==> config.mk <==
export PLATFORM = sky130hd
export DESIGN_NAME = router_term_out_fifo
export DESIGN_NICKNAME = d
export VERILOG_FILES = /design/src/rtl/router_term_out_fifo.sv
export SDC_FILE = /design/constraint.sdc
export NUM_CORES = 1
export LEC_CHECK = 0
export CAP_MARGIN = 10
export CORE_MARGIN = 2
export CORE_UTILIZATION = 50
export CTS_BUF_LIST = sky130_fd_sc_hd__clkbuf_4
export CTS_CLUSTER_DIAMETER = 80
export CTS_CLUSTER_SIZE = 10
export DETAILED_ROUTE_END_ITERATION = 7
export PLACE_DENSITY = 0.71
export SYNTH_ARGS = -nofsm -noshare
export SYNTH_HDL_FRONTEND = slang
export SYNTH_SLANG_ARGS = --single-unit
==> constraint.sdc <==
create_clock -name clk -period 7.7 [get_ports clk]
set_input_delay 1.155 -clock clk [delete_from_list [all_inputs] [get_ports clk]]
set_output_delay 1.155 -clock clk [all_outputs]
set_load 0.01 [all_outputs]
==> src/rtl/router_term_out_fifo.sv <==
// router_term_out_fifo
//
// Egress FIFO at a router terminal. Packets from the router fabric are
// buffered and shown to the terminal consumer in show-ahead
// (first-word-fall-through) form. The head packet sits on data_out whenever
// pndng is high and stays there until it is popped.
//
// Ports:
//   clk         in   clock, rising edge
//   reset       in   synchronous, active-high reset
//   push        in   write request from the fabric
//   data_in     in   packet to write
//   full        out  occupancy == DEPTH
//   almost_full out  occupancy >= AF_LEVEL
//   pop         in   read request from the consumer
//   pndng       out  head packet valid (occupancy != 0)
//   data_out    out  head packet, all-zero when empty
//   count       out  current occupancy
//   overflow    out  one-cycle pulse: a push was dropped
//   underflow   out  one-cycle pulse: a pop was ignored
module router_term_out_fifo #(
  parameter int PCKG_SZ  = 40,
  parameter int DEPTH    = 16,
  parameter int AF_LEVEL = 12
) (
  input  logic                       clk,
  input  logic                       reset,
  input  logic                       push,
  input  logic [PCKG_SZ-1:0]         data_in,
  output logic                       full,
  output logic                       almost_full,
  input  logic                       pop,
  output logic                       pndng,
  output logic [PCKG_SZ-1:0]         data_out,
  output logic [$clog2(DEPTH+1)-1:0] count,
  output logic                       overflow,
  output logic                       underflow
);

  localparam int AW = $clog2(DEPTH);
  localparam int CW = $clog2(DEPTH + 1);
  localparam logic [CW-1:0] FULL_CNT = CW'(DEPTH);
  localparam logic [CW-1:0] AF_CNT   = CW'(AF_LEVEL);
  localparam logic [CW-1:0] ZERO_CNT = {CW{1'b0}};

  logic [PCKG_SZ-1:0] mem_q [DEPTH];
  logic [AW-1:0]      wr_ptr_q, wr_ptr_d;
  logic [AW-1:0]      rd_ptr_q, rd_ptr_d;
  logic [CW-1:0]      count_q, count_d;
  logic               overflow_q, overflow_d;
  logic               underflow_q, underflow_d;
  logic               pop_ok_s, push_ok_s;

  // Accept/reject decisions and next-state for pointers, count and error pulses
  always_comb begin
    // Registered count is the only source of truth for empty/full
    pop_ok_s  = pop && (count_q != ZERO_CNT);
    // A full FIFO still takes a push when the head leaves in the same cycle
    push_ok_s = push && ((count_q != FULL_CNT) || pop_ok_s);

    if (push_ok_s) begin
      wr_ptr_d = wr_ptr_q + AW'(1'b1);
    end else begin
      wr_ptr_d = wr_ptr_q;
    end

    if (pop_ok_s) begin
      rd_ptr_d = rd_ptr_q + AW'(1'b1);
    end else begin
      rd_ptr_d = rd_ptr_q;
    end

    case ({push_ok_s, pop_ok_s})
      2'b10:   count_d = count_q + CW'(1'b1);
      2'b01:   count_d = count_q - CW'(1'b1);
      default: count_d = count_q;
    endcase

    overflow_d  = push && !push_ok_s;
    underflow_d = pop && !pop_ok_s;
  end

  // Control state registers with synchronous reset
  always_ff @(posedge clk) begin
    if (reset) begin
      wr_ptr_q    <= {AW{1'b0}};
      rd_ptr_q    <= {AW{1'b0}};
      count_q     <= ZERO_CNT;
      overflow_q  <= 1'b0;
      underflow_q <= 1'b0;
    end else begin
      wr_ptr_q    <= wr_ptr_d;
      rd_ptr_q    <= rd_ptr_d;
      count_q     <= count_d;
      overflow_q  <= overflow_d;
      underflow_q <= underflow_d;
    end
  end

  // Packet storage; contents need no reset because pndng gates data_out
  always_ff @(posedge clk) begin
    if (!reset && push_ok_s) begin
      mem_q[wr_ptr_q] <= data_in;
    end
  end

  // Status and head-packet outputs, decoded from registered state only
  always_comb begin
    count       = count_q;
    pndng       = (count_q != ZERO_CNT);
    full        = (count_q == FULL_CNT);
    almost_full = (count_q >= AF_CNT);
    overflow    = overflow_q;
    underflow   = underflow_q;
    if (count_q != ZERO_CNT) begin
      data_out = mem_q[rd_ptr_q];
    end else begin
      data_out = {PCKG_SZ{1'b0}};
    end
  end

endmodule

==> run metrics <==
outcome=finished clean; fin crit share=67.3%; leakage power=8.21 nW; Largest stage delay, worst path=0.60 ns; Nets=1347; Wirelength per Cell=26.1 µm; Sw Pwr=2.09 mW; top cell type's share of synthesized area=75.8%; Hold WS=0.514 ns; register area share after synthesis=77.3%; Register-to-Register Path Depth=5; Final Max Slew Viols=0; GPL Wtd Cong=0.714; Layout area overhead=10.2%; WS Path Type=flop to primary output; IO buf count=93; layout cell share with drive strength beyond 1=23.9%; num rows=82; reg2reg setup slack=4.67 ns; Die Y=229 µm; Worst path slowest cell=nor4_2; count leader, synth=edfxtp_1; Initial Util=50.6%; P per Cell Area=267 nW/µm²; Routed Antenna Nets=0; crit path max fanout=34; total vias in the final route=12000; All-Layer GR Usage=20.2%; Cells after Synth=1163; DRC viols=0; total gr overflow=0; Req. time, crit path=6.55 ns; logic gate share of total power=24.2%; Top delay family on crit path=simple AND/OR/NAND/NOR gates; Hold Buf Count CTS=0; relative slew slack=36.1%; number of synthesized flops with an enable pin=640; RSZ-0062 raised after global routing=no; HP Class=flop to flop; ranking of synthesized cells by area=edfxtp_1 76%, mux4_2 14%, mux2i_1 1.7%; Root Buffer=clkbuf_4; DR iter-0 viols=1000; Clk pwr share=21.4%; Synth async-reset ratio=0%; synthesized area=25300 µm²; largest net degree at the start of global routing=95; ys flop type=edfxtp_1; Clk Latency, worst-skew pair=0.78 ns; post-route setup TNS=0 ns; syn_nets=1216; die width=229 µm; vias per cell=6.02; Filler Cell Count=3800; vias in the first global route=12600; hold path cells=2; clock skew=0.0327 ns; # resized after CTS=0; Worst Path Arrival=4.03 ns; Peak supply drop=0.177 mV; die area=52500 µm²; Ports=94; synth unique cells=42; Worst-path clk slew=0.11 ns; DRT Pass-1 Iters=5; origin of the critical flop-to-flop path=count[1]; Sequential Power Share=54.5%; Worst Tran Pin Value=0.958 ns; H-tree depth=3; fin crit period=5.18 ns; Std-Cell Core Area=50100 µm²; CTS tree=done; critical path cell sequence=nor4_2 -> nand2_4 -> nand2b_2 -> buf_4 -> o211ai_1 -> clkdlybuf4s50_1; Final Hold Viols=0; synth cell count leaders=640 x edfxtp_1, 160 x mux4_2, 85 x nand3_1, 43 x mux2i_1, 42 x o211ai_1; CTS sink count=659; initial antenna violation count=5; crit end category=primary output; clk buf depth=3; Max-Cap Viols=0; #FFs+latches synth=659; critical path launch point type=flop; area leader, netlist=edfxtp_1; Max Clock Freq=0.193 GHz; Int Pwr=5.37 mW; setup violators final=0; Switching Share=28.0%; worst hold start=rd_ptr_q[1]; Post CTS Setup Buffer Count=0; syn_area_per_cell=21.8 µm²; Inserted Clock Buffers=75; Buf/Inv on CP=2; post-DP HPWL=27300 µm; first-pass GRT wire length=78500 µm; RR Endpoint=mem_q[12][8]; Syn. warnings=0; routed wire length=51800 µm
logic make-up (layout without fill, tap and decap cells):
| group | count (synthesis) | count (layout) | share of synthesized area [%] |
|---|---|---|---|
| other cells | 0 | 3 | 0 |
| flops | 659 | 659 | 77.3 |
| simple gates | 148 | 148 | 2.91 |
| compound gates | 64 | 64 | 1.89 |
| xor+xnor | 5 | 5 | 0.173 |
| fa+ha+maj | 9 | 9 | 0.474 |
| mux | 204 | 204 | 16.0 |
| buf+inv | 74 | 223 | 1.28 |
layout by cell type, fill, tap and decap left out, drive strengths merged, types with 3 or more instances in the layout:
cell type      instances
edfxtp               640
mux4                 160
clkbuf                94
clkdlybuf4s50         93
nand3                 85
mux2i                 43
o211ai                42
buf                   28
nor2                  24
dfxtp                 19
nand2                 10
nor3                  10
ha                     8
inv                    8
nand2b                 7
o21a                   6
o21ai                  6
a21oi                  4
nor2b                  4
diode                  3
xor2                   3
registers in the layout, summed over array words and instances (netlist names), named ones only:
| register | cells |
|---|---|
| rd_ptr_q | 4 |
| wr_ptr_q | 4 |
| underflow | 1 |
| mem_q | 640 |
| count | 5 |
| overflow | 1 |
power groups by stage:
stage,Sequential (mW),Clock [mW],Combinational (mW)
2_1_floorplan,4.10,0,1.11
3_5_place_dp,4.15,0,1.84
4_1_cts,4.07,1.65,1.85
3_3_place_gp,4.15,0,1.82
5_1_grt,4.08,1.78,1.94
6_report,4.07,1.59,1.80
routing by layer:
layer,GRT usage (%),routed length [µm],vias up
li1,-,-,5132
met1,27.6,21100,6345
met2,33.7,26300,407
met3,3.92,3370,64
met4,5.56,977,4
met5,0,28,-
worst max path at each step:
| stage | end | depth (start not counted) | from | slack (ns) |
|---|---|---|---|---|
| after floorplan | mem_q[0][0] | 5 | push | 2.59 |
| after global placement | data_out[10] | 6 | count[0] | 3.29 |
| after detailed placement | mem_q[12][39] | 6 | reset | 3.25 |
| after CTS | data_out[10] | 6 | count[0] | 2.38 |
| after global routing | data_out[10] | 6 | count[0] | 2.27 |
| final | data_out[20] | 6 | count[0] | 2.52 |
per-stage QoR:
stage	power (mW)	instance area, µm²	util, %	cells	setup WS (ns)
6_report	7.47	27900	55.8	1987	2.52
5_1_grt	7.80	27900	55.8	1986	2.27
4_1_cts	7.56	27900	55.7	1983	2.38
3_5_place_dp	5.99	27200	54.3	1888	3.25
3_3_place_gp	5.97	27200	54.3	1888	3.29
2_1_floorplan	5.21	25300	-	1163	2.59
layout make-up:
| cell class | count | area (µm²) | share of cell area [%] |
|---|---|---|---|
| inverter | 7 | 26.3 | 0.0941 |
| timing repair buffer | 121 | 1180 | 4.22 |
| tap | 672 | 841 | 3.01 |
| sequential | 659 | 19600 | 70.2 |
| antenna | 3 | 7.51 | 0.0269 |
| clock inverter | 1 | 3.75 | 0.0134 |
| multi-input combinational | 430 | 5550 | 19.9 |
| clock buffer | 94 | 706 | 2.53 |
worst reg2reg max path, stage by stage, from the launching register on:
cell,delay [ns]
dfxtp_1,0.45
or4_1,0.41
o21ba_2,0.27
nand2_1,0.22
nor2_4,0.79
buf_4,0.52
No activity file was read; power rests on OpenSTA's default activity.
